`src/rtl/fabint_collector_if.sv`:
```
// APB3 slave bus bundle for fabint_collector.
// Master drives request fields; the slave returns read data, ready and error.
interface fabint_collector_if;
    logic        psel;
    logic        penable;
    logic        pwrite;
    logic [7:0]  paddr;
    logic [31:0] pwdata;
    logic [31:0] prdata;
    logic        pready;
    logic        pslverr;

    modport master (
        output psel, penable, pwrite, paddr, pwdata,
        input  prdata, pready, pslverr
    );

    modport slave (
        input  psel, penable, pwrite, paddr, pwdata,
        output prdata, pready, pslverr
    );
endinterface

```
`src/rtl/fabint_collector.sv`:
```
// Collects fabric interrupt edges into sticky pending bits, drives a level irq to the MSS,
// and exposes status/clear/enable/raw/overrun registers over APB3.
module fabint_collector #(
    parameter int NSRC  = 4,
    parameter int OVR_W = 8
) (
    input  logic                pclk,
    input  logic                nreset,
    input  logic [NSRC-1:0]     irq_in,
    fabint_collector_if.slave   apb,
    output logic                fabint
);

    localparam logic [OVR_W-1:0] OVR_MAX = {OVR_W{1'b1}};

    logic [NSRC-1:0]  r_irq_d;
    logic [NSRC-1:0]  r_pending;
    logic [NSRC-1:0]  r_enable;
    logic [OVR_W-1:0] r_ovr [NSRC];
    logic             r_fabint;

    logic [NSRC-1:0]  w_edge;
    logic [NSRC-1:0]  w_clr;
    logic [NSRC-1:0]  w_pending_next;
    logic [NSRC-1:0]  w_enable_next;
    logic             w_acc;
    logic             w_wr;
    logic             w_rd;
    logic [5:0]       w_word;
    logic             w_is_ovr;
    logic [3:0]       w_ovr_idx;
    logic             w_valid;
    logic             w_unused;

    assign w_acc     = apb.psel & apb.penable;
    assign w_wr      = w_acc & apb.pwrite;
    assign w_rd      = w_acc & ~apb.pwrite;
    assign w_word    = apb.paddr[7:2];
    assign w_is_ovr  = (w_word >= 6'd4) && (w_word < 6'(4 + NSRC));
    assign w_ovr_idx = 4'(w_word - 6'd4);
    assign w_valid   = (w_word < 6'd4) || w_is_ovr;

    assign w_edge         = irq_in & ~r_irq_d;
    assign w_clr          = (w_wr && w_word == 6'd1) ? apb.pwdata[NSRC-1:0] : '0;
    // A fresh edge wins over a same-cycle clear so no event is lost.
    assign w_pending_next = w_edge | (r_pending & ~w_clr);
    assign w_enable_next  = (w_wr && w_word == 6'd2) ? apb.pwdata[NSRC-1:0] : r_enable;

    assign apb.pready  = 1'b1;
    assign apb.pslverr = w_acc & ~w_valid;
    assign fabint      = r_fabint;
    assign w_unused    = ^{apb.paddr[1:0], apb.pwdata};

    // NOTE: every variable written in always_comb gets a default first, so no latch is inferred.
    always_comb begin
        apb.prdata = '0;
        if (w_rd && w_valid) begin
            case (w_word)
                6'd0: apb.prdata[NSRC-1:0] = r_pending;
                6'd2: apb.prdata[NSRC-1:0] = r_enable;
                6'd3: apb.prdata[NSRC-1:0] = r_irq_d;
                default: begin
                    for (int i = 0; i < NSRC; i++) begin
                        if (w_is_ovr && w_ovr_idx == 4'(i))
                            apb.prdata[OVR_W-1:0] = r_ovr[i];
                    end
                end
            endcase
        end
    end

    // NOTE: sequential state uses non-blocking assignments so all registers update together.
    always_ff @(posedge pclk) begin
        if (!nreset) begin
            r_irq_d   <= '0;
            r_pending <= '0;
            r_enable  <= '0;
            r_fabint  <= 1'b0;
            // NOTE: the overrun array is a handful of flops, not a RAM, so it is reset like any register.
            for (int i = 0; i < NSRC; i++) r_ovr[i] <= '0;
        end else begin
            r_irq_d   <= irq_in;
            r_pending <= w_pending_next;
            r_enable  <= w_enable_next;
            r_fabint  <= |(w_pending_next & w_enable_next);
            for (int i = 0; i < NSRC; i++) begin
                if (w_wr && w_is_ovr && w_ovr_idx == 4'(i))
                    r_ovr[i] <= '0;
                else if (w_edge[i] && r_pending[i] && !w_clr[i] && r_ovr[i] != OVR_MAX)
                    r_ovr[i] <= r_ovr[i] + 1'b1;
            end
        end
    end

endmodule

```
`src/flat_wrapper.sv`:
```
// flat-port wrapper written by rule: the top's interface ports become plain ports
module fabint_collector_flat 
#(
    parameter int NSRC  = 4,
    parameter int OVR_W = 8
)
  (pclk, nreset, irq_in, fabint, apb_psel, apb_penable, apb_pwrite, apb_paddr, apb_pwdata, apb_prdata, apb_pready, apb_pslverr);
  fabint_collector_if apb_i ();
  input  logic pclk;
  input  logic nreset;
  input  logic [NSRC-1:0] irq_in;
  output logic fabint;
  input wire logic [$bits(apb_i.psel)-1:0] apb_psel;
  input wire logic [$bits(apb_i.penable)-1:0] apb_penable;
  input wire logic [$bits(apb_i.pwrite)-1:0] apb_pwrite;
  input wire logic [$bits(apb_i.paddr)-1:0] apb_paddr;
  input wire logic [$bits(apb_i.pwdata)-1:0] apb_pwdata;
  output wire logic [$bits(apb_i.prdata)-1:0] apb_prdata;
  output wire logic [$bits(apb_i.pready)-1:0] apb_pready;
  output wire logic [$bits(apb_i.pslverr)-1:0] apb_pslverr;
  assign apb_i.psel = apb_psel;
  assign apb_i.penable = apb_penable;
  assign apb_i.pwrite = apb_pwrite;
  assign apb_i.paddr = apb_paddr;
  assign apb_i.pwdata = apb_pwdata;
  assign apb_prdata = apb_i.prdata;
  assign apb_pready = apb_i.pready;
  assign apb_pslverr = apb_i.pslverr;
  fabint_collector #(.NSRC(NSRC), .OVR_W(OVR_W)) u_core (.pclk(pclk), .nreset(nreset), .irq_in(irq_in), .apb(apb_i), .fabint(fabint));
endmodule
```
`config.mk`:
```
export PLATFORM = sky130hd
export DESIGN_NAME = fabint_collector_flat
export DESIGN_NICKNAME = d
export VERILOG_FILES = /design/src/rtl/fabint_collector_if.sv /design/src/rtl/fabint_collector.sv /design/src/flat_wrapper.sv
export SDC_FILE = /design/constraint.sdc
export NUM_CORES = 1
export LEC_CHECK = 0
export CORE_UTILIZATION = 40
export DETAILED_ROUTE_END_ITERATION = 10
export PLACE_DENSITY = 0.72
export RECOVER_POWER = 25
export SYNTH_ARGS = -nofsm -noshare
export SYNTH_HDL_FRONTEND = slang
export SYNTH_SLANG_ARGS = --single-unit
```
`constraint.sdc`:
```
create_clock -name pclk -period 2.15 [get_ports pclk]
set_input_delay 0.3225 -clock pclk [delete_from_list [all_inputs] [get_ports pclk]]
set_output_delay 0.3225 -clock pclk [all_outputs]
set_load 0.005 [all_outputs]
```
==> metrics.csv <==
metric,value,unit
htreeDepth,2,
fmax,0.475,GHz
crit_required,1.83,ns
synth_cell_types,47,
cts_buffers,5,
utilization,52.9,%
arrival,1.78,ns
critPathSlowestCell,or4_4,
regArea,1220,µm²
cts_root_buf,clkbuf_8,
fill_cells,648,
crit_family,simple AND/OR/NAND/NOR gates,
maxSlewViolCount,0,
yosys-top-cells-count,"nor2_1, edfxtp_1, buf_4",
io_buffer_count,28,
avgSynthCellArea,9.75,µm²
clock_skew,0.00620,ns
cp.depth,7,
die_y,87.2,µm
finalSetupViolations,0,
initial_core_util,42.0,%
fp-row-count,30,
grt_remaining_overflow,0,
place_hpwl,5.17,mm
syn_inst,298,
vias,2360,
grt_setup_unrepaired,false,
worstSetupEndpoint,apb_prdata[3],
async_reset_ff_share,0,%
drc,0,
r2r-start,u_core.r_ovr[0][0]$_SDFFCE_PN0P_,
drv_cap,0,
n_antenna_cell,0,
cts_hold_buf,0,
cts_tree,built,
grt_pass1_vias,2333,
core-area,6910,µm²
globalplace.congestion,0.819,
hold_ws,0.510,ns
initialDrtViolationCount,175,
drt-pass1-iter-count,4,
fin_tns_setup,0,ns
p_leak,1.40,nW
crit_path_start,apb_paddr[4],
status,"finished, final reports clean",
critPathCaptureType,output port,
slowest_delay,0.56,ns
grt_max_degree,15,
syn_area,2900,µm²
die_w,87.2,µm
crit_path_max_fanout,4,
fin_crit_sh,97.8,%
synth-seq-cells,45,
r2r_slack,0.30,ns
yosysTopAreaCell,edfxtp_1,
path_clk_slew,0.08,ns
clkLatencyLatePin,0.31,ns
start_kind,input pin,
antenna_found_initial,0,
vias_per_cell,5.12,
period_minus_slack,2.10,ns
ys_warn_count,0,
synth_area_leaders,"edfxtp_1, dfxtp_1, buf_4, nor2_1, xor2_1",
crit_type,in -> out,
drive_above_1_share,25.2,%
multiInputGateArea,1580,µm²
io_pins,84,
die-area,7600,µm²
seq_area_frac_synth,42.1,%
wirelength,6.65,mm
nets,417,
p_per_area,511,nW/µm²
hold_violations,0,
synth-edff-count,32,
path_cells,dlygate4sd2_1 > or4_4 > buf_12 > nor2_2 > a2111oi_4 > buf_4 > buf_2,
antenna_left,0,
yosysMostFrequentCell,nor2_1,
post_drt_wl_per_cell,14.4,µm
grt_use_total,19.6,%
synthFlopType,edfxtp_1,
clockBufferDepth,2,
cts.sinks,45,
syn_to_final_growth,25.8,%
min_path_type,reg -> reg,
timing.rr.end,u_core.r_ovr[0][4]$_SDFFCE_PN0P_,
yosysTopAreaCellShare,33.1,%
r2r_cells,5,
ir_drop,295,µV
grt_pass1_wl,11.3,mm
critPathBufInv,4,
## worst min-delay path by stage
stage | start | slack (ns) | cells past startpoint | end
global placement | u_core.r_enable[0]$_SDFF_PN0_ | 0.48 | 2 | u_core.r_enable[0]$_SDFF_PN0_
CTS | u_core.r_enable[0]$_SDFF_PN0_ | 0.51 | 2 | u_core.r_enable[0]$_SDFF_PN0_
finish | u_core.r_enable[0]$_SDFF_PN0_ | 0.51 | 2 | u_core.r_enable[0]$_SDFF_PN0_
detailed placement | u_core.r_enable[0]$_SDFF_PN0_ | 0.50 | 2 | u_core.r_enable[0]$_SDFF_PN0_
floorplan | irq_in[0] | 0.44 | 1 | u_core.r_irq_d[0]$_SDFF_PN0_
global route | u_core.r_enable[0]$_SDFF_PN0_ | 0.55 | 2 | u_core.r_enable[0]$_SDFF_PN0_
## worst register-to-register path, delay by kind of cell, from the launching register on
kind | cells | cell delay (ns)
AND/OR/NAND/NOR | 4 | 0.80
adder cells (fa/ha/maj) | 1 | 0.28
flip-flops | 1 | 0.47
## report_power, final
group / internal, mW / leakage, nW / switching (mW)
registers: 0.973 / 0.441 / 0.0441
clock network: 0.229 / 0.0374 / 0.309
logic: 0.152 / 0.926 / 0.159
## cells in the final DEF, fill, tap and decap left out, types with 9 or more instances in the layout
cell type	instances
nor2_1	44
xor2_1	13
inv_1	13
nand3_1	11
edfxtp_1	32
conb_1	25
buf_4	36
nand2_1	13
dfxtp_1	13
buf_2	9
xnor2_1	11
## final cells by class
cell class / count / share of cell area [%]
timing repair buffer: 74 / 16.3
clock buffer: 6 / 1.99
clock inverter: 2 / 0.411
multi-input combinational: 225 / 43.2
inverter: 13 / 1.34
tap: 96 / 3.29
sequential: 45 / 33.4
## per-stage QoR
stage	setup WS [ns]	instances	power, mW	area [µm²]
final	0.0466	461	1.87	3650
after CTS	0.0333	461	1.87	3640
after global placement	-0.728	450	1.33	3480
after floorplan	0.00131	321	1.23	3010
after global routing	0.000288	461	1.94	3650
after detailed placement	-0.798	450	1.33	3480
## flip-flops by register name, summed over array words and instances (netlist names)
name              flops
u_core.r_enable       4
u_core.r_ovr         32
u_core.r_irq_d        4
u_core.fabint         1
u_core.r_pending      4
## logic make-up (layout without fill, tap and decap cells)
kind of cell             after synthesis  count (layout)  synth area share, %
XOR/XNOR                              24              24                 7.24
AND/OR/NAND/NOR                      122             122                 20.9
adder cells (fa/ha/maj)                4               4                 1.72
multiplexers                          12              12                 6.33
flip-flops                            45              45                 42.1
AO/OA/AOI/OAI                         38              38                 10.9
buffers and inverters                 51              95                 10.6
other                                  2              25                0.259
## repair_timing
action                                 in CTS  in global routing
endpoints found under the hold margin       0                  0
setup buffers                               4                  0
pin swaps                                   4                  0
gates resized for setup                    66                  8
setup endpoints to repair                  73                 22
## per-layer routing
metal  up-vias  global-route usage, %  wire length [µm]
met5         -                      0                 0
met4         0                   7.30               171
met3        14                   3.89               400
met2        86                   31.9              3170
met1      1119                   25.9              2910
li1       1141                      -                 -
Note: power is estimated with default switching activity, not from simulation.
==> RTL edit (same flow settings) <==
Register the input `irq_in` before use, with the module's reset. The logic sees it one clock later. The other inputs are not delayed to match.
--- a/src/rtl/fabint_collector.sv
+++ b/src/rtl/fabint_collector.sv
@@ -13,4 +13,14 @@
 
     localparam logic [OVR_W-1:0] OVR_MAX = {OVR_W{1'b1}};
+
+    logic [NSRC-1:0] irq_q;
+
+    always_ff @(posedge pclk) begin
+        if (!nreset) begin
+            irq_q <= '0;
+        end else begin
+            irq_q <= irq_in;
+        end
+    end
 
     logic [NSRC-1:0]  r_irq_d;
@@ -41,5 +51,5 @@
     assign w_valid   = (w_word < 6'd4) || w_is_ovr;
 
-    assign w_edge         = irq_in & ~r_irq_d;
+    assign w_edge         = irq_q & ~r_irq_d;
     assign w_clr          = (w_wr && w_word == 6'd1) ? apb.pwdata[NSRC-1:0] : '0;
     // A fresh edge wins over a same-cycle clear so no event is lost.
@@ -80,5 +90,5 @@
             for (int i = 0; i < NSRC; i++) r_ovr[i] <= '0;
         end else begin
-            r_irq_d   <= irq_in;
+            r_irq_d   <= irq_q;
             r_pending <= w_pending_next;
             r_enable  <= w_enable_next;
Check against the original RTL: not equivalent (a bounded check fails within 4 cycles, from zero or initial values and one cycle with nreset low).
==> RTL edit against the unedited design <==
- power increased by 12%
- synthesized area increased by 5.4%
- worst setup slack improved by 0.0086 ns
- routed wire length increased by 6.3%
- global-route usage decreased by 0.13 points
- sequential cell count increased by 4
- cell area increased by 4.6%
- core utilization decreased by 0.77 points
- critical path type unchanged
- critical endpoint is now apb_prdata[6]
- highest routed layer unchanged
==> RTL edit: results (changes against the unedited design) <==
stage,metric,value,unit,change
pwr,p_leak,1.44,nW,+2.7%
finish,seq_share,34.1,%,+0.63 points
placement,portBuffers,28,,unchanged
yosys,synthCells,317,,+6.4%
yosys,synthXorXnorAreaFrac,6.87,%,-0.37 points
pwr,ir_drop,0.376,mV,+27%
cts,cts_made_buffers,5,,unchanged
finish,layout.nets,431,,+3.4%
global_routing,groute.layer.met3.usage,3.42,%,-0.47 points
global_routing,grt_use_met1,25.0,%,-0.93 points
routing,viasPerCell,5.14,,+0.41%
cts,cts_root_buffer,clkbuf_8,,
cts,clk-insertion-delay-late,0.30,ns,
finish,multi_input_area_share,43.5,%,+0.30 points
finish,clkCellAreaFrac,3.24,%,+0.84 points
finish,fin_cells,478,,+3.7%
placement,place_inst,467,,+3.8%
pwr,power.switching,0.517,mW,+1.1%
placement,pre_cts_ws,-0.787,ns,+0.0107 ns
finish,nMultiInputCombCells,244,,+8.4%
pwr,combPwrFrac,14.7,%,-1.9 points
hold_path,min_from,u_core.irq_q[2],,
finish,buffers,69,,-6.8%
outcome,status,"finished, final reports clean",,
placement,gp_congestion,0.856,,+4.4%
global_routing,grt_pass1_vias,2460,,+5.4%
floorplanning,dieWidth,89.5,um,+2.6%
pwr,power.total,2.08,mW,+12%
worst_setup_path,cp_slowest_cell,clkdlybuf4s50_1,,
worst_setup_path,reg2reg_from,u_core.r_ovr[0][8],,
finish,nNonClkInverters,9,,-4
finish,n_clock_buffer,7,,+1
timing,hold_violations,0,,unchanged
pwr,pg_seq,1.08,mW,+6%
yosys,synth_top_family_by_area,simple AND/OR/NAND/NOR gates,,
global_routing,grt_usage,19.5,%,-0.13 points
routing,wl_per_cell,14.8,um,+2.5%
worst_setup_path,startpoint,apb_psel,,
finish,drive_above_1_share,21.1,%,-4.1 points
global_routing,use_met2,33.5,%,+1.7 points
worst_setup_path,slowest_delay,0.49,ns,-0.07 ns
global_routing,grt_max_degree,17,,+2
routing,drt_first_pass_iters,4,,unchanged
cts,htreeDepth,2,,unchanged
finish,register_area,1300,sq um,+6.6%
placement,dp_hpwl,5320,um,+3.0%
yosys,yosysSeqAreaShare,42.5,%,+0.45 points
timing,finClkSkew,0.00399,ns,-0.00220 ns
routing,drtIter0Drc,131,,-25%
yosys,synth.top_cells.by_count,"nor2_1 (43), edfxtp_1 (32), buf_4 (25)",,
yosys,ys_types,48,,+2.1%
yosys,ys_ff_latch,49,,+8.9%
yosys,synth_area_leaders,"edfxtp_1 (31%), dfxtp_1 (11%), buf_4 (6.1%)",,
global_routing,grt_pass1_wl,11800,um,+5.2%
finish,nonClkBufAreaFrac,15.1,%,-1.3 points
yosys,yosys.area_share.adder,1.63,%,-0.089 points
yosys,synthMuxAreaShare,5.56,%,-0.78 points
yosys,synth_compound_area_share,11.0,%,+0.093 points
placement,dpl_cell_area,3630,sq um,+4.1%
finish,nFillCells,642,,-0.93%
==> RTL edit: cell count changes in the layout (fill, tap and decap cells not counted), sizes merged, moves of 4 or more <==
cell | before | now
a2bb2oi | 0 | 6
o21ai | 0 | 4
clkbuf | 12 | 16
dfxtp | 13 | 17
inv | 13 | 9
o31a | 5 | 0
a21boi | 0 | 6
clkdlybuf4s50 | 8 | 12
o31ai | 3 | 7
nand3 | 11 | 18
dlygate4sd2 | 6 | 2
buf | 50 | 43
nor3 | 8 | 14
==> RTL edit: worst register-to-register path, stage by stage (launching register included) <==
cell,delay [ns]
edfxtp_1,0.48
ha_1,0.28
nand2_1,0.08
nor2_1,0.06
a311o_1,0.39
o311ai_1,0.12
buf_4,0.24
==> RTL edit: repair_timing <==
item / in CTS / in global routing
hold buffers: 0 / 0
setup endpoints to repair: 58 / 16
endpoints found under the hold margin: 0 / 0
resized for setup: 58 / 11
pin swaps: 8 / 3
buffers inserted: 3 / 0
==> RTL edit: final timing paths <==
check	to	slack (ns)	cells after the start
worst max-delay path	apb_prdata[6]	0.06	6
worst min-delay path	u_core.r_irq_d[2]	0.47	1
worst max register to register	u_core.r_ovr[0][15]	0.21	6
worst min register to register	u_core.r_irq_d[2]	0.47	1
==> RTL edit: cells by family after synthesis <==
logic type | count (synthesis)
XOR/XNOR | 24
multiplexers | 12
flip-flops | 49
AO/OA/AOI/OAI | 40
buffers and inverters | 47
other | 2
adder cells (fa/ha/maj) | 4
AND/OR/NAND/NOR | 139
==> RTL edit: layer usage <==
layer  up-vias  routed length (um)
li1       1209                   -
met1      1162                3140
met2        76                3500
met3        10                 310
met4         0                 108
met5         -                   0
